<file path="src/rtl/phaser_in_cal_ctrl_if.sv">
// Phaser-in calibration controller bus: start/target request, phaser-in status and controls,
// and sequence status. The controller uses the master modport.
interface phaser_in_cal_ctrl_if;
    logic       START;
    logic [5:0] TARGET_TAP;
    logic       PHASELOCKED;
    logic       DQSFOUND;
    logic       DQSOUTOFRANGE;
    logic       FINEOVERFLOW;
    logic [5:0] COUNTERREADVAL;
    logic       RSTDQSFIND;
    logic       COUNTERLOADEN;
    logic       COUNTERREADEN;
    logic       FINEENABLE;
    logic       FINEINC;
    logic [5:0] COUNTERLOADVAL;
    logic       BUSY;
    logic       DONE;
    logic       ERR;
    logic [2:0] ERR_CODE;
    logic [5:0] FINE_TAPS;

    modport master (
        input  START, TARGET_TAP, PHASELOCKED, DQSFOUND, DQSOUTOFRANGE, FINEOVERFLOW,
               COUNTERREADVAL,
        output RSTDQSFIND, COUNTERLOADEN, COUNTERREADEN, FINEENABLE, FINEINC, COUNTERLOADVAL,
               BUSY, DONE, ERR, ERR_CODE, FINE_TAPS
    );

    modport slave (
        output START, TARGET_TAP, PHASELOCKED, DQSFOUND, DQSOUTOFRANGE, FINEOVERFLOW,
               COUNTERREADVAL,
        input  RSTDQSFIND, COUNTERLOADEN, COUNTERREADEN, FINEENABLE, FINEINC, COUNTERLOADVAL,
               BUSY, DONE, ERR, ERR_CODE, FINE_TAPS
    );
endinterface

</file>
<file path="src/rtl/phaser_in_cal_ctrl.sv">
// Phaser-in calibration sequencer: wait for lock, find DQS, load coarse, walk fine taps.
// Define PHASER_IN_CAL_READBACK_EN to add a counter readback check after the coarse load.
module phaser_in_cal_ctrl #(
    parameter int unsigned LOCK_TIMEOUT  = 1023,
    parameter int unsigned SETTLE_CYCLES = 8,
    parameter logic [5:0]  COARSE_LOAD   = 6'd0
) (
    input logic                   SYSCLK,
    input logic                   RST_N,
    phaser_in_cal_ctrl_if.master  bus
);
    localparam int unsigned     ToW        = $clog2(LOCK_TIMEOUT + 1);
    localparam int unsigned     CntW       = (ToW > 8) ? ToW : 8;
    localparam logic [CntW-1:0] ToMax      = CntW'(LOCK_TIMEOUT);
    localparam logic [CntW-1:0] SettleLast = CntW'(SETTLE_CYCLES - 1);

    typedef enum logic [3:0] {
        StIdle, StWaitLock, StDqsRst, StDqsWait, StLoad, StReadback,
        StFine, StGap, StSettle, StDone, StError
    } state_e;

    localparam logic [2:0] ErrLock     = 3'b000;
    localparam logic [2:0] ErrTimeout  = 3'b001;
    localparam logic [2:0] ErrDqsRange = 3'b010;
    localparam logic [2:0] ErrFineOvf  = 3'b011;
    localparam logic [2:0] ErrReadback = 3'b100;

    state_e          state_q, state_d;
    logic [CntW-1:0] cnt_q, cnt_d;
    logic [5:0]      target_q, target_d;
    logic [5:0]      taps_q, taps_d;
    logic [2:0]      err_code_q, err_code_d;
    logic            fine_en, fine_inc;
`ifdef PHASER_IN_CAL_READBACK_EN
    logic            rd_en;
`else
    logic            unused_readval;
    assign unused_readval = ^bus.COUNTERREADVAL;
`endif

    always_ff @(posedge SYSCLK or negedge RST_N) begin
        if (!RST_N) begin
            state_q    <= StIdle;
            cnt_q      <= '0;
            target_q   <= '0;
            taps_q     <= '0;
            err_code_q <= '0;
        end else begin
            state_q    <= state_d;
            cnt_q      <= cnt_d;
            target_q   <= target_d;
            taps_q     <= taps_d;
            err_code_q <= err_code_d;
        end
    end

    always_comb begin
        state_d    = state_q;
        cnt_d      = cnt_q + CntW'(1);
        target_d   = target_q;
        taps_d     = taps_q;
        err_code_d = err_code_q;
        fine_en    = 1'b0;
        fine_inc   = 1'b0;
`ifdef PHASER_IN_CAL_READBACK_EN
        rd_en      = 1'b0;
`endif
        unique case (state_q)
            StIdle, StDone, StError: begin
                cnt_d = '0;
                if (bus.START) begin
                    state_d    = StWaitLock;
                    target_d   = bus.TARGET_TAP;
                    err_code_d = 3'b000;
                end
            end
            StWaitLock: begin
                if (bus.PHASELOCKED) begin
                    state_d = StDqsRst;
                end else if (cnt_q == ToMax) begin
                    state_d    = StError;
                    err_code_d = ErrTimeout;
                end
            end
            StDqsRst: state_d = StDqsWait;
            StDqsWait: begin
                if (bus.DQSOUTOFRANGE) begin
                    state_d    = StError;
                    err_code_d = ErrDqsRange;
                end else if (bus.DQSFOUND) begin
                    state_d = StLoad;
                end else if (cnt_q == ToMax) begin
                    state_d    = StError;
                    err_code_d = ErrTimeout;
                end
            end
`ifdef PHASER_IN_CAL_READBACK_EN
            StLoad: state_d = StReadback;
            StReadback: begin
                // Read enable on the first cycle; readback data is valid two cycles later.
                rd_en = (cnt_q == '0);
                if (cnt_q == CntW'(2)) begin
                    if (bus.COUNTERREADVAL != COARSE_LOAD) begin
                        state_d    = StError;
                        err_code_d = ErrReadback;
                    end else begin
                        state_d = StFine;
                    end
                end
            end
`else
            StLoad: state_d = StFine;
`endif
            StFine: begin
                if (bus.FINEOVERFLOW) begin
                    state_d    = StError;
                    err_code_d = ErrFineOvf;
                end else if (taps_q == target_q) begin
                    state_d = StSettle;
                end else begin
                    fine_en  = 1'b1;
                    fine_inc = (taps_q < target_q);
                    if (fine_inc && taps_q != 6'd63) begin
                        taps_d = taps_q + 6'd1;
                    end else if (!fine_inc && taps_q != 6'd0) begin
                        taps_d = taps_q - 6'd1;
                    end
                    state_d = StGap;
                end
            end
            StGap: begin
                if (bus.FINEOVERFLOW) begin
                    state_d    = StError;
                    err_code_d = ErrFineOvf;
                end else if (cnt_q == SettleLast) begin
                    state_d = StFine;
                end
            end
            StSettle: begin
                if (cnt_q == SettleLast) begin
                    state_d = StDone;
                end
            end
            default: state_d = StIdle;
        endcase

        // Loss of lock overrides every other decision, including a pending fine step.
        if (state_q inside {StDqsRst, StDqsWait, StLoad, StReadback, StFine, StGap, StSettle}
            && !bus.PHASELOCKED) begin
            state_d    = StError;
            err_code_d = ErrLock;
            fine_en    = 1'b0;
            fine_inc   = 1'b0;
            taps_d     = taps_q;
        end

        if (state_d != state_q) begin
            cnt_d = '0;
        end
    end

    assign bus.RSTDQSFIND     = (state_q == StDqsRst);
    assign bus.COUNTERLOADEN  = (state_q == StLoad);
    assign bus.COUNTERLOADVAL = (state_q == StLoad) ? COARSE_LOAD : 6'd0;
`ifdef PHASER_IN_CAL_READBACK_EN
    assign bus.COUNTERREADEN  = rd_en;
`else
    assign bus.COUNTERREADEN  = 1'b0;
`endif
    assign bus.FINEENABLE     = fine_en;
    assign bus.FINEINC        = fine_inc;
    assign bus.BUSY           = !(state_q inside {StIdle, StDone, StError});
    assign bus.DONE           = (state_q == StDone);
    assign bus.ERR            = (state_q == StError);
    assign bus.ERR_CODE       = err_code_q;
    assign bus.FINE_TAPS      = taps_q;
endmodule

</file>
<file path="src/flat_wrapper.sv">
// flat-port wrapper written by rule: the top's interface ports become plain ports
module phaser_in_cal_ctrl_flat 
#(
    parameter int unsigned LOCK_TIMEOUT  = 1023,
    parameter int unsigned SETTLE_CYCLES = 8,
    parameter logic [5:0]  COARSE_LOAD   = 6'd0
)
  (SYSCLK, RST_N, bus_START, bus_TARGET_TAP, bus_PHASELOCKED, bus_DQSFOUND, bus_DQSOUTOFRANGE, bus_FINEOVERFLOW, bus_COUNTERREADVAL, bus_RSTDQSFIND, bus_COUNTERLOADEN, bus_COUNTERREADEN, bus_FINEENABLE, bus_FINEINC, bus_COUNTERLOADVAL, bus_BUSY, bus_DONE, bus_ERR, bus_ERR_CODE, bus_FINE_TAPS);
  phaser_in_cal_ctrl_if bus_i ();
  input logic SYSCLK;
  input logic RST_N;
  input wire logic [$bits(bus_i.START)-1:0] bus_START;
  input wire logic [$bits(bus_i.TARGET_TAP)-1:0] bus_TARGET_TAP;
  input wire logic [$bits(bus_i.PHASELOCKED)-1:0] bus_PHASELOCKED;
  input wire logic [$bits(bus_i.DQSFOUND)-1:0] bus_DQSFOUND;
  input wire logic [$bits(bus_i.DQSOUTOFRANGE)-1:0] bus_DQSOUTOFRANGE;
  input wire logic [$bits(bus_i.FINEOVERFLOW)-1:0] bus_FINEOVERFLOW;
  input wire logic [$bits(bus_i.COUNTERREADVAL)-1:0] bus_COUNTERREADVAL;
  output wire logic [$bits(bus_i.RSTDQSFIND)-1:0] bus_RSTDQSFIND;
  output wire logic [$bits(bus_i.COUNTERLOADEN)-1:0] bus_COUNTERLOADEN;
  output wire logic [$bits(bus_i.COUNTERREADEN)-1:0] bus_COUNTERREADEN;
  output wire logic [$bits(bus_i.FINEENABLE)-1:0] bus_FINEENABLE;
  output wire logic [$bits(bus_i.FINEINC)-1:0] bus_FINEINC;
  output wire logic [$bits(bus_i.COUNTERLOADVAL)-1:0] bus_COUNTERLOADVAL;
  output wire logic [$bits(bus_i.BUSY)-1:0] bus_BUSY;
  output wire logic [$bits(bus_i.DONE)-1:0] bus_DONE;
  output wire logic [$bits(bus_i.ERR)-1:0] bus_ERR;
  output wire logic [$bits(bus_i.ERR_CODE)-1:0] bus_ERR_CODE;
  output wire logic [$bits(bus_i.FINE_TAPS)-1:0] bus_FINE_TAPS;
  assign bus_i.START = bus_START;
  assign bus_i.TARGET_TAP = bus_TARGET_TAP;
  assign bus_i.PHASELOCKED = bus_PHASELOCKED;
  assign bus_i.DQSFOUND = bus_DQSFOUND;
  assign bus_i.DQSOUTOFRANGE = bus_DQSOUTOFRANGE;
  assign bus_i.FINEOVERFLOW = bus_FINEOVERFLOW;
  assign bus_i.COUNTERREADVAL = bus_COUNTERREADVAL;
  assign bus_RSTDQSFIND = bus_i.RSTDQSFIND;
  assign bus_COUNTERLOADEN = bus_i.COUNTERLOADEN;
  assign bus_COUNTERREADEN = bus_i.COUNTERREADEN;
  assign bus_FINEENABLE = bus_i.FINEENABLE;
  assign bus_FINEINC = bus_i.FINEINC;
  assign bus_COUNTERLOADVAL = bus_i.COUNTERLOADVAL;
  assign bus_BUSY = bus_i.BUSY;
  assign bus_DONE = bus_i.DONE;
  assign bus_ERR = bus_i.ERR;
  assign bus_ERR_CODE = bus_i.ERR_CODE;
  assign bus_FINE_TAPS = bus_i.FINE_TAPS;
  phaser_in_cal_ctrl #(.LOCK_TIMEOUT(LOCK_TIMEOUT), .SETTLE_CYCLES(SETTLE_CYCLES), .COARSE_LOAD(COARSE_LOAD)) u_core (.SYSCLK(SYSCLK), .RST_N(RST_N), .bus(bus_i));
endmodule
</file>
<file path="config.mk">
export PLATFORM = sky130hd
export DESIGN_NAME = phaser_in_cal_ctrl_flat
export DESIGN_NICKNAME = d
export VERILOG_FILES = /design/src/rtl/phaser_in_cal_ctrl_if.sv /design/src/rtl/phaser_in_cal_ctrl.sv /design/src/flat_wrapper.sv
export SDC_FILE = /design/constraint.sdc
export NUM_CORES = 1
export LEC_CHECK = 0
export BUFFER_PORTS_ARGS = -buffer_cell sky130_fd_sc_hd__buf_2
export CELL_PAD_IN_SITES_DETAIL_PLACEMENT = 1
export CELL_PAD_IN_SITES_GLOBAL_PLACEMENT = 1
export CORE_MARGIN = 1.5
export CORE_UTILIZATION = 46
export CTS_CLUSTER_SIZE = 16
export DETAILED_ROUTE_END_ITERATION = 10
export PLACE_DENSITY_LB_ADDON = 0.1
export SLEW_MARGIN = 20
export SYNTH_ARGS = -nofsm -noshare
export SYNTH_HDL_FRONTEND = slang
export SYNTH_SLANG_ARGS = --single-unit
</file>
<file path="constraint.sdc">
create_clock -name SYSCLK -period 5.05 [get_ports SYSCLK]
set_input_delay 0.505 -clock SYSCLK [delete_from_list [all_inputs] [get_ports SYSCLK]]
set_output_delay 0.505 -clock SYSCLK [all_outputs]
set_load 0.05 [all_outputs]
</file>
==> run summary, run 1 <==
CRITICAL PATH
---------------------------------------------------------------------------------
Startpoint-to-endpoint class of the critical path                         reg2reg
CP Data Arrival Time                                                      3170 ps
RR Startpoint                                                        u_core.bus.FINE_TAPS[3]$_DFFE_PN0P_
Startpoint class of the critical path                                        flop
Data required time at the worst endpoint                                  5220 ps
FF-to-FF path depth                                                            11
Critical path peak fanout                                                       7
Slack of the worst reg-to-reg path                                        2050 ps
Cells along the critical path                                        ha_1 -> nand4_1 -> a21oi_2 -> or4_4 -> ha_1 -> a211oi_1 -> o21bai_1 -> a21oi_1 -> xnor2_1 -> nand2_2 -> xnor2_1
Largest stage delay, worst path                                            570 ps
Element type at the critical path end                                        flop
Slowest-stage cell, CP                                               sky130_fd_sc_hd__or4_4
Reg2Reg Capture Point                                                u_core.bus.FINE_TAPS[5]$_DFFE_PN0P_

SYNTHESIS
---------------------------------------------------------------------------------
Yosys reg bits                                                                 29
Post-Synthesis Cell Area                                                 2391 um2
Fraction of registers with async set or reset after synthesis               1.000
Mean cell area of the mapped netlist                                    8.989 um2
Synthesized instance count                                                    266
Sequential fraction of the synthesis area                                  0.3035
Count of distinct cell types in the synthesized netlist                        63
Post-synth EDFFs                                                                0
Most used DFF post-synth                                             sky130_fd_sc_hd__dfrtp_1
Warnings, synthesis                                                             0

FLOORPLANNING
---------------------------------------------------------------------------------
Die width                                                                75.10 um
Count of standard-cell rows                                                    26
Area of the die                                                          5639 um2
Overall die height                                                       75.10 um
Area of the placeable core                                               5042 um2
Number of placed I/O pins                                                      42
Initial core utilization                                                   0.4742

LAYOUT
---------------------------------------------------------------------------------
Most frequent cells in the layout                                    sky130_fd_sc_hd__dfrtp_1 (29), sky130_fd_sc_hd__buf_2 (28), sky130_fd_sc_hd__nor2_1 (24)
Synth-to-Final Area Change                                                 8.948%
Number of antenna diodes                                                        0
Count of nets after finishing                                                 319
Share of post-route cells with drive strength above 1                      0.2111
Most common library cell in the layout ignoring fill and taps        sky130_fd_sc_hd__dfrtp_1

CLOCKING
---------------------------------------------------------------------------------
CTS tree                                                                      yes
Total setup buffers inserted after CTS                                          0
Clock Latency Late Sink                                                    290 ps
TritonCTS sink count                                                           29
Clock slew seen by the registers of the worst setup and hold paths          70 ps
Hold buffer count at CTS                                                        0
Total number of H-tree levels                                                   2
Buffer levels on the longest clock path                                         2
Number of cells upsized or downsized after cts                                  0
CTS Buf Count                                                                   5
Library cell used as clock root buffer                               sky130_fd_sc_hd__clkbuf_8

TIMING
---------------------------------------------------------------------------------
Fmax                                                                    332.9 MHz
Final hold slack                                                         237.6 ps
Worst clock skew                                                         8.031 ps
Min cycle time layout                                                     3004 ps
Worst-Margin Slew                                                        920.5 ps
Count of endpoints failing setup in the final report                            0
Hold Vio Cnt, Final                                                             0
Worst-case headroom to the max-slew limit                                  0.3863
Total negative slack                                                         0 ps
Fin worst setup slack                                                     2046 ps
Max Transition Viols Final                                                      0
Final Cycle Share                                                          0.5948
Unrepaired setup endpoints after global routing                             false

DRT
---------------------------------------------------------------------------------
Detailed-routing iteration count for the pre-antenna-repair pass                4
Residual antenna-violating net count after detailed routing                     0
Detail-routed via count per cell                                            5.479
Violation count after the first detailed-route iteration                      106
DRC violations left                                                             0
Total via count in the routed design                                         1967
Post-DR wirelength/cell                                                  16.12 um
Routed WL                                                                 5786 um

POWER AND IR DROP
---------------------------------------------------------------------------------
Peak supply drop                                                        0.2660 mV
Post-layout power                                                        1.498 mW
Power density of the placed cells                                    575.2 nW/um2
Static Leakage                                                           1.189 nW

RUN STATUS
---------------------------------------------------------------------------------
Status                                                               finished clean

PLACED DESIGN
---------------------------------------------------------------------------------
Input/output buffers                                                           28
Final weighted congestion in routability-driven placement                  0.8020
Placed wire-length estimate after detailed placement                      4178 um
Worst-case setup slack after placement                                    2082 ps

GLOBAL ROUTE
---------------------------------------------------------------------------------
Global-route wire length before repair                                    9453 um
All-Layer GR Usage                                                         0.2226
Largest net degree at the start of global routing                              33
Number of global-route vias before repair                                    1919
Number of antenna violations at the first check in global routing               0
Grt total ovfl                                                                  0

JOB
---------------------------------------------------------------------------------
Max-cap violations                                                              0

HOLD PATH
---------------------------------------------------------------------------------
Type of the worst min-delay path                                         in2async

[where the power goes]
group          total [mW]  internal, mW  switching, mW
Combinational       0.830         0.327          0.503
Clock               0.260         0.160         0.0998
Sequential          0.408         0.286          0.122
[Yosys cell counts (3+ instances only)]
cell                       number  area (um2)
sky130_fd_sc_hd__nand3_1        9       45.04
sky130_fd_sc_hd__nor2_1        24       90.09
sky130_fd_sc_hd__buf_4         12       90.09
sky130_fd_sc_hd__a21oi_1       15       75.07
sky130_fd_sc_hd__mux2_2         6       67.56
sky130_fd_sc_hd__nand3b_1       3       22.52
sky130_fd_sc_hd__mux2_4         3       45.04
sky130_fd_sc_hd__xor2_1         9       78.83
sky130_fd_sc_hd__nor3_1         5       25.02
sky130_fd_sc_hd__nand4_1        5       31.28
sky130_fd_sc_hd__a31oi_1        3       18.77
sky130_fd_sc_hd__o21ai_0       14       70.07
sky130_fd_sc_hd__and2_1         4       25.02
sky130_fd_sc_hd__dfrtp_1       29       725.7
sky130_fd_sc_hd__xnor2_1        8       70.07
sky130_fd_sc_hd__inv_1         17       63.81
sky130_fd_sc_hd__nand2b_1       6       37.54
sky130_fd_sc_hd__nand2_1       15       56.30
sky130_fd_sc_hd__a21o_1         5       37.54
sky130_fd_sc_hd__buf_6          5       56.30
sky130_fd_sc_hd__nor2b_1        7       43.79
sky130_fd_sc_hd__ha_1          11       137.6
[per-layer routing]
layer  track usage  share of wire
met1        0.3117           0.50
met2        0.3628           0.47
met3       0.04016          0.023
met4       0.04242         0.0073
met5             0              0
[how the worst max path moves through the flow]
stage / slack (ps) / startpoint / cells past startpoint / to
3_3_place_gp: 2100 / u_core.bus.FINE_TAPS[4]$_DFFE_PN0P_ / 11 / u_core.bus.FINE_TAPS[5]$_DFFE_PN0P_
4_1_cts: 2020 / u_core.bus.FINE_TAPS[3]$_DFFE_PN0P_ / 11 / u_core.bus.FINE_TAPS[5]$_DFFE_PN0P_
5_1_grt: 1860 / u_core.bus.FINE_TAPS[3]$_DFFE_PN0P_ / 11 / u_core.bus.FINE_TAPS[5]$_DFFE_PN0P_
6_report: 2050 / u_core.bus.FINE_TAPS[3]$_DFFE_PN0P_ / 11 / u_core.bus.FINE_TAPS[5]$_DFFE_PN0P_
2_1_floorplan: 940 / u_core.bus.FINE_TAPS[5]$_DFFE_PN0P_ / 5 / bus_FINEINC
3_5_place_dp: 2080 / u_core.bus.FINE_TAPS[4]$_DFFE_PN0P_ / 11 / u_core.bus.FINE_TAPS[5]$_DFFE_PN0P_
[flip-flops by register name (all words and copies together) (netlist names)]
name,flops
u_core.bus.ERR_CODE,3
u_core.target_q,6
u_core.cnt_q,10
u_core.state_q,4
u_core.bus.FINE_TAPS,6
[per-stage QoR]
stage,std cells,util,instance area (um2)
after floorplan,272,-,2414
after global placement,351,0.4928,2485
after detailed placement,351,0.4928,2485
after CTS,359,0.5166,2605
after global routing,359,0.5166,2605
final,359,0.5166,2605
[worst max-delay path: cells and delay by family (launching register included)]
kind            cells  cell delay (ps)
xor+xnor            2              280
simple gates        3              810
compound gates      4              620
flops               1              470
fa+ha+maj           2              700
[logic make-up (layout without fill, tap and decap cells)]
family                   count (synthesis)  after routing  synth area share
multiplexers                            10             10           0.05128
AND/OR/NAND/NOR                        102            102            0.2486
other                                    1              7          0.001568
adder cells (fa/ha/maj)                 12             12           0.06593
flip-flops                              29             29            0.3035
buffers and inverters                   37             54           0.09367
XOR/XNOR                                17             17           0.06227
AO/OA/AOI/OAI                           58             58            0.1732
[area by class of cell]
class,count,area [um2]
Multi-Input combinational cell,206,1464
Inverter,18,67.56
Clock buffer,6,82.58
Clock inverter,2,37.54
Timing Repair Buffer,28,140.1
Tap cell,70,87.58
Fill cell,641,2437
Sequential cell,29,725.7
Power figures use the tool's default switching activity.
==> inputs of run 2 (changes only) <==
--- a/config.mk
+++ b/config.mk
@@ -9,7 +9,7 @@
 export CELL_PAD_IN_SITES_DETAIL_PLACEMENT = 1
 export CELL_PAD_IN_SITES_GLOBAL_PLACEMENT = 1
 export CORE_MARGIN = 1.5
-export CORE_UTILIZATION = 46
+export CORE_UTILIZATION = 38
 export CTS_CLUSTER_SIZE = 16
 export DETAILED_ROUTE_END_ITERATION = 10
 export PLACE_DENSITY_LB_ADDON = 0.1
==> constraint.sdc (replaced) <==
create_clock -name SYSCLK -period 2.6 [get_ports SYSCLK]
set_input_delay 0.26 -clock SYSCLK [delete_from_list [all_inputs] [get_ports SYSCLK]]
set_output_delay 0.26 -clock SYSCLK [all_outputs]
set_load 0.05 [all_outputs]
==> run 2 against run 1 <==
- the flow now finishes with violations (setup timing)
- non-clock buffer count grew 18
- via count is 3.2% higher
- cell area rose by 10%
- wire length is 10% higher
- critical endpoint unchanged
==> run summary, run 2 (synthesis results as in run 1) <==
TIMING
----------------------------------------------------------------------------------
Worst-case headroom to the max-slew limit                                   0.5389   +0.1526
Fmax                                                                     375.9 MHz   +13%
Max Transition Viols Final                                                       0   unchanged
Unrepaired setup endpoints after global routing                               true
Final Cycle Share                                                            1.023   +0.4283
Final hold slack                                                          11.80 ps   -225.8 ps
Min cycle time layout                                                      2660 ps   -343.7 ps
Count of endpoints failing setup in the final report                             1   +1
Worst clock skew                                                          7.239 ps   -0.7919 ps
Hold Vio Cnt, Final                                                              0   unchanged
Fin worst setup slack                                                    -60.21 ps   -2106 ps
Worst-Margin Slew                                                         691.6 ps   -228.9 ps

LAYOUT
----------------------------------------------------------------------------------
Most common library cell in the layout ignoring fill and taps         sky130_fd_sc_hd__buf_2
Most frequent cells in the layout                                     sky130_fd_sc_hd__buf_2 (27), sky130_fd_sc_hd__nor2_1 (24), sky130_fd_sc_hd__dfrtp_1 (22)
Flip-flop count of the largest register, all copies and words added             10   unchanged
Area of all placed cells without fillers                                  2877 um2   +10%
Count of nets after finishing                                                  337   +5.6%
Top reg by flops                                                      u_core.cnt_q
Number of antenna diodes                                                         0   unchanged
Share of post-route cells with drive strength above 1                       0.3257   +0.1147
Synth-to-Final Area Change                                                  20.30%

DRT
----------------------------------------------------------------------------------
Residual antenna-violating net count after detailed routing                      0   unchanged
Detailed-routing iteration count for the pre-antenna-repair pass                 4   unchanged
Detail-routed via count per cell                                             5.314   -3.0%
Routed WL                                                                  6385 um   +10%
Violation count after the first detailed-route iteration                        61   -42%
Post-DR wirelength/cell                                                   16.71 um   +3.7%
DRC violations left                                                              0   unchanged
Total via count in the routed design                                          2030   +3.2%

PLACED DESIGN
----------------------------------------------------------------------------------
Final weighted congestion in routability-driven placement                   0.8036   +0.20%
Placed wire-length estimate after detailed placement                       4788 um   +15%
Worst-case setup slack after placement                                   -92.73 ps   -2174 ps
Placed instance area                                                      2728 um2   +9.8%
Input/output buffers                                                            28   unchanged

GLOBAL ROUTE
----------------------------------------------------------------------------------
All-Layer GR Usage                                                          0.2114   -0.01118
Largest net degree at the start of global routing                               30   -9.1%
Grt total ovfl                                                                   0   unchanged
Number of global-route vias before repair                                     2125   +11%
Global-route wire length before repair                                    10620 um   +12%
Number of antenna violations at the first check in global routing                0   unchanged

POWER AND IR DROP
----------------------------------------------------------------------------------
Power density of the placed cells                                      1108 nW/um2   +93%
Peak supply drop                                                         0.4896 mV   +84%
Static Leakage                                                            1.280 nW   +7.7%

CRITICAL PATH
----------------------------------------------------------------------------------
Critical Path Sink                                                    u_core.bus.FINE_TAPS[5]$_DFFE_PN0P_
Reg2Reg Capture Point                                                 u_core.bus.FINE_TAPS[5]$_DFFE_PN0P_
Startpoint class of the critical path                                         flop
Startpoint-to-endpoint class of the critical path                          reg2reg
FF-to-FF path depth                                                             11   unchanged
Slack of the worst reg-to-reg path                                          -60 ps   -2110 ps
Data required time at the worst endpoint                                   2780 ps   -2440 ps
Critical path peak fanout                                                        5   -2
RR Startpoint                                                         u_core.bus.FINE_TAPS[2]$_DFFE_PN0P_
CP Data Arrival Time                                                       2840 ps   -330 ps
Element type at the critical path end                                         flop
Beginning of the critical path                                        u_core.bus.FINE_TAPS[2]$_DFFE_PN0P_

FLOORPLANNING
----------------------------------------------------------------------------------
Area of the die                                                           6777 um2   +20%
Overall die height                                                        82.33 um   +9.6%
Count of standard-cell rows                                                     28   +7.7%
Number of placed I/O pins                                                       42   unchanged
Area of the placeable core                                                5991 um2   +19%
Die width                                                                 82.33 um   +9.6%
Initial core utilization                                                    0.3991   -0.07507

CLOCKING
----------------------------------------------------------------------------------
CTS Buf Count                                                                    5   unchanged
Hold buffer count at CTS                                                         0   unchanged
Buffer levels on the longest clock path                                          2   unchanged
Clock Latency Late Sink                                                     290 ps   about the same
TritonCTS sink count                                                            29   unchanged
Clock slew seen by the registers of the worst setup and hold paths           70 ps   about the same
CTS tree                                                                       yes
Total number of H-tree levels                                                    2   unchanged
Library cell used as clock root buffer                                sky130_fd_sc_hd__clkbuf_8

RUN STATUS
----------------------------------------------------------------------------------
Status                                                                finished with violations
Violated checks                                                       setup timing

HOLD PATH
----------------------------------------------------------------------------------
Type of the worst min-delay path                                          in2async

JOB
----------------------------------------------------------------------------------
Max-cap violations                                                               0   unchanged

==> run 2: changes by cell type in the layout (fill, tap and decap cells not counted), moves of 3 or more <==
cell	previous run	this run
sky130_fd_sc_hd__a21oi_1	15	12
sky130_fd_sc_hd__a21oi_2	1	4
sky130_fd_sc_hd__buf_4	0	18
sky130_fd_sc_hd__dfrtp_1	29	22
sky130_fd_sc_hd__dfrtp_2	0	6
sky130_fd_sc_hd__ha_1	11	5
sky130_fd_sc_hd__ha_4	0	6
==> run 2: worst max-delay path, cell delays in order, from the launching register on <==
cell and delay [ps]:
sky130_fd_sc_hd__dfrtp_4 490, sky130_fd_sc_hd__ha_4 160, sky130_fd_sc_hd__a211oi_2 220, sky130_fd_sc_hd__nor2_1 90, sky130_fd_sc_hd__or4_4 500, sky130_fd_sc_hd__ha_4 250, sky130_fd_sc_hd__a211oi_2 210, sky130_fd_sc_hd__o21bai_1 100
sky130_fd_sc_hd__a21oi_2 170, sky130_fd_sc_hd__xnor2_2 140, sky130_fd_sc_hd__nand2_2 80, sky130_fd_sc_hd__xnor2_1 130
==> run 2: through the flow <==
step,TNS [ps],total power [mW],utilization,cells
2_1_floorplan,-407.0,2.228,-,272
3_3_place_gp,-15.19,2.602,0.4553,373
3_5_place_dp,-92.73,2.659,0.4553,373
4_1_cts,-93.45,3.199,0.4758,381
5_1_grt,-217.0,3.442,0.4802,382
6_report,-60.21,3.187,0.4802,382
==> run 2: worst min-delay path by stage <==
stage | cells past startpoint | to | slack, ps | start
4_1_cts | 1 | u_core.cnt_q[9]$_DFF_PN0_ | 20 | RST_N
2_1_floorplan | 0 | u_core.bus.ERR_CODE[0]$_DFFE_PN0P_ | -40 | RST_N
6_report | 1 | u_core.cnt_q[9]$_DFF_PN0_ | 10 | RST_N
3_3_place_gp | 1 | u_core.cnt_q[0]$_DFF_PN0_ | 330 | RST_N
3_5_place_dp | 1 | u_core.cnt_q[0]$_DFF_PN0_ | 340 | RST_N
5_1_grt | 1 | u_core.cnt_q[9]$_DFF_PN0_ | 60 | RST_N
==> run 2: timing repair <==
action,in CTS,in global routing
buffers inserted,0,1
gates resized for setup,3,5
pin swaps,1,2
setup endpoints to repair,2,3
hold endpoints to repair,0,0
==> run 2: cell type report <==
type	instances	area, um2
Timing Repair Buffer	46	277.8
Multi-Input combinational cell	206	1580
Inverter	18	67.56
Fill cell	734	3114
Clock inverter	2	37.54
Clock buffer	6	82.58
Sequential cell	29	737.0
Tap cell	75	93.84
==> run 2: metal layers <==
metal | global-route usage | vias up | wire [um]
met2 | 0.3350 | 23 | 2953
met4 | 0.06610 | 0 | 68
li1 | - | 1005 | -
met5 | 0 | - | 0
met1 | 0.2916 | 996 | 3231
met3 | 0.03626 | 6 | 132
==> run 2: power breakdown <==
part / total, mW / leakage (nW) / switching, mW / internal [mW]
sequential: 0.743 / 0.367 / 0.176 / 0.567
combinational: 1.93 / 0.856 / 1.14 / 0.797
clock: 0.510 / 0.0574 / 0.198 / 0.311
==> inputs of run 3 (changes only) <==
--- a/config.mk
+++ b/config.mk
@@ -9,7 +9,7 @@
 export CELL_PAD_IN_SITES_DETAIL_PLACEMENT = 1
 export CELL_PAD_IN_SITES_GLOBAL_PLACEMENT = 1
 export CORE_MARGIN = 1.5
-export CORE_UTILIZATION = 38
+export CORE_UTILIZATION = 30
 export CTS_CLUSTER_SIZE = 16
 export DETAILED_ROUTE_END_ITERATION = 10
 export PLACE_DENSITY_LB_ADDON = 0.1
==> run 3 against run 2 <==
- clock skew shrank 2.7 ps
- cell area increased by 1.8%
- total power fell by 1.7%
- critical path type unchanged
- via count increased by 0.84%
- the flow still finishes with violations (setup timing)
==> run summary, run 3 (synthesis results as in run 1) <==
CRITICAL PATH
----------------------------------------------------------------------------------
CP Data Arrival Time                                                       2830 ps   about the same
Slack of the worst reg-to-reg path                                          -60 ps   about the same
Cell family with most CP delay                                        simple AND/OR/NAND/NOR gates
Data required time at the worst endpoint                                   2770 ps   about the same
Cells along the critical path                                         ha_4 -> nand4_1 -> a21oi_2 -> or4_4 -> ha_4 -> a211oi_2 -> o21bai_1 -> a21oi_2 -> xnor2_2 -> nand2_2 -> xnor2_1
Startpoint-to-endpoint class of the critical path                          reg2reg
Slowest-stage cell, CP                                                sky130_fd_sc_hd__or4_4
Element type at the critical path end                                         flop
Critical path peak fanout                                                        5   unchanged
Startpoint class of the critical path                                         flop
Count of buffer and inverter cells on the critical path                          0   unchanged
Largest stage delay, worst path                                             560 ps   +60 ps

PLACED DESIGN
----------------------------------------------------------------------------------
Placed wire-length estimate after detailed placement                       4925 um   +2.9%
Placed instance area                                                      2806 um2   +2.9%
Final weighted congestion in routability-driven placement                   0.8032   about the same
Placed cell count                                                              406   +8.8%
Input/output buffers                                                            28   unchanged

DRT
----------------------------------------------------------------------------------
Post-DR wirelength/cell                                                   15.72 um   -6.0%
Residual antenna-violating net count after detailed routing                      0   unchanged
Routed WL                                                                  6508 um   +1.9%
Detail-routed via count per cell                                             4.944   -7.0%
Detailed-routing iteration count for the pre-antenna-repair pass                 4   unchanged
Violation count after the first detailed-route iteration                        65   +6.6%
Total via count in the routed design                                          2047   +0.84%
DRC violations left                                                              0   unchanged

RUN STATUS
----------------------------------------------------------------------------------
Status                                                                finished with violations
Violated checks                                                       setup timing

GLOBAL ROUTE
----------------------------------------------------------------------------------
Grt total ovfl                                                                   0   unchanged
Largest net degree at the start of global routing                               30   unchanged
Number of antenna violations at the first check in global routing                0   unchanged
All-Layer GR Usage                                                          0.1640   -0.04737
Number of global-route vias before repair                                     2238   +5.3%
Global-route wire length before repair                                    11050 um   +4.1%

LAYOUT
----------------------------------------------------------------------------------
Area of all placed cells without fillers                                  2928 um2   +1.8%
Most frequent cells in the layout                                     sky130_fd_sc_hd__buf_2 (28), sky130_fd_sc_hd__nor2_1 (24), sky130_fd_sc_hd__buf_4 (23), sky130_fd_sc_hd__dfrtp_1 (23), sky130_fd_sc_hd__inv_1 (16)
Synth-to-Final Area Change                                                  22.45%
Count of nets after finishing                                                  342   +1.5%
Share of post-route cells with drive strength above 1                       0.3365   +0.01081
Final standard cell count with taps included and fillers excluded              414   +8.4%
Most common library cell in the layout ignoring fill and taps         sky130_fd_sc_hd__buf_2
Post-layout util                                                            0.3789   -0.1013
Top reg by flops                                                      u_core.cnt_q
Number of antenna diodes                                                         0   unchanged
Flip-flop count of the largest register, all copies and words added             10   unchanged

FLOORPLANNING
----------------------------------------------------------------------------------
Die width                                                                 92.28 um   +12%
Count of standard-cell rows                                                     32   +14%
Area of the placeable core                                                7727 um2   +29%
Area of the die                                                           8515 um2   +26%
Overall die height                                                        92.28 um   +12%
Number of placed I/O pins                                                       42   unchanged
Initial core utilization                                                    0.3094   -0.08970

CLOCKING
----------------------------------------------------------------------------------
CTS tree                                                                       yes
CTS Buf Count                                                                    5   unchanged
Buffer levels on the longest clock path                                          2   unchanged
Clock Latency Late Sink                                                     280 ps   about the same
TritonCTS sink count                                                            29   unchanged
Library cell used as clock root buffer                                sky130_fd_sc_hd__clkbuf_8
Clock slew seen by the registers of the worst setup and hold paths           70 ps   about the same
Total number of H-tree levels                                                    2   unchanged
Total setup buffers inserted after CTS                                           0   unchanged

POWER AND IR DROP
----------------------------------------------------------------------------------
Post-layout power                                                         3.134 mW   -1.7%
Power density of the placed cells                                      1070 nW/um2   -3.4%
Static Leakage                                                            1.283 nW   +0.21%
Peak supply drop                                                         0.2502 mV   -49%

TIMING
----------------------------------------------------------------------------------
Fin worst setup slack                                                    -61.39 ps   -1.177 ps
Max Transition Viols Final                                                       0   unchanged
Final Cycle Share                                                            1.024   about the same
Unrepaired setup endpoints after global routing                               true
Worst-case headroom to the max-slew limit                                   0.5425   +0.003530
Count of endpoints failing setup in the final report                             1   unchanged
Fmax                                                                     375.7 MHz   about the same
Min cycle time layout                                                      2661 ps   +1.177 ps
Hold Vio Cnt, Final                                                              0   unchanged
Worst clock skew                                                          4.553 ps   -2.685 ps
Worst-Margin Slew                                                         686.3 ps   -5.295 ps
Total negative slack                                                     -61.39 ps   -1.177 ps

JOB
----------------------------------------------------------------------------------
Max-cap violations                                                               0   unchanged

HOLD PATH
----------------------------------------------------------------------------------
Type of the worst min-delay path                                          in2async

## run 3: cell count changes in the layout (fill, tap and decap cells not counted), sizes merged
cell      change
clkbuf        -2
clkinvlp      +2
buf           +6
bufinv        -1
## run 3: final timing paths
| kind | cells past startpoint | start | endpoint |
|---|---|---|---|
| max | 11 | u_core.bus.FINE_TAPS[2]$_DFFE_PN0P_ | u_core.bus.FINE_TAPS[5]$_DFFE_PN0P_ |
| min | 1 | RST_N | u_core.cnt_q[0]$_DFF_PN0_ |
| max reg2reg | 11 | u_core.bus.FINE_TAPS[2]$_DFFE_PN0P_ | u_core.bus.FINE_TAPS[5]$_DFFE_PN0P_ |
| min reg2reg | 1 | u_core.cnt_q[0]$_DFF_PN0_ | u_core.cnt_q[0]$_DFF_PN0_ |
| max in group asynchronous | 1 | RST_N | u_core.bus.FINE_TAPS[2]$_DFFE_PN0P_ |
| min in group SYSCLK | 2 | bus_TARGET_TAP[4] | u_core.target_q[4]$_DFFE_PN0P_ |
## run 3: area by class of cell
| class | count | area, um2 |
|---|---|---|
| sequential | 29 | 735.7 |
| timing repair buffer | 51 | 312.8 |
| clock buffer | 5 | 68.82 |
| clock inverter | 3 | 22.52 |
| tap | 102 | 127.6 |
| inverter | 18 | 67.56 |
| fill | 935 | 4800 |
| multi-input combinational | 206 | 1593 |
## run 3: per-layer routing
layer	global-route usage	routed length [um]	vias up
li1	-	-	1016
met1	0.2261	3292	1007
met2	0.2667	3032	20
met3	0.02488	146	4
met4	0.04231	36	0
met5	0	0	-
## run 3: worst reg2reg max path, stage by stage (launching register included)
cell and delay (ps):
sky130_fd_sc_hd__dfrtp_4 490, sky130_fd_sc_hd__ha_4 210, sky130_fd_sc_hd__nand4_1 130, sky130_fd_sc_hd__a21oi_2 60
sky130_fd_sc_hd__or4_4 560, sky130_fd_sc_hd__ha_4 260, sky130_fd_sc_hd__a211oi_2 230, sky130_fd_sc_hd__o21bai_1 110
sky130_fd_sc_hd__a21oi_2 170, sky130_fd_sc_hd__xnor2_2 130, sky130_fd_sc_hd__nand2_2 70, sky130_fd_sc_hd__xnor2_1 130
## run 3: repair_timing
item	in CTS	in global routing
setup endpoints to repair	2	2
hold buffers	0	0
resized for setup	2	4
pin swaps	0	1
## run 3: where the power goes
group / switching (mW) / internal, mW / total, mW
clock network: 0.200 / 0.188 / 0.388
logic: 1.18 / 0.862 / 2.04
registers: 0.138 / 0.566 / 0.704
## run 3: stage by stage
| step | setup WS (ps) | hold slack, ps |
|---|---|---|
| global route | -181.4 | 66.84 |
| finish | -61.39 | 16.39 |
| CTS | -87.60 | 43.88 |
| detailed placement | -64.13 | 359.2 |
| floorplan | -166.8 | -35.59 |
| global placement | -28.84 | 352.7 |
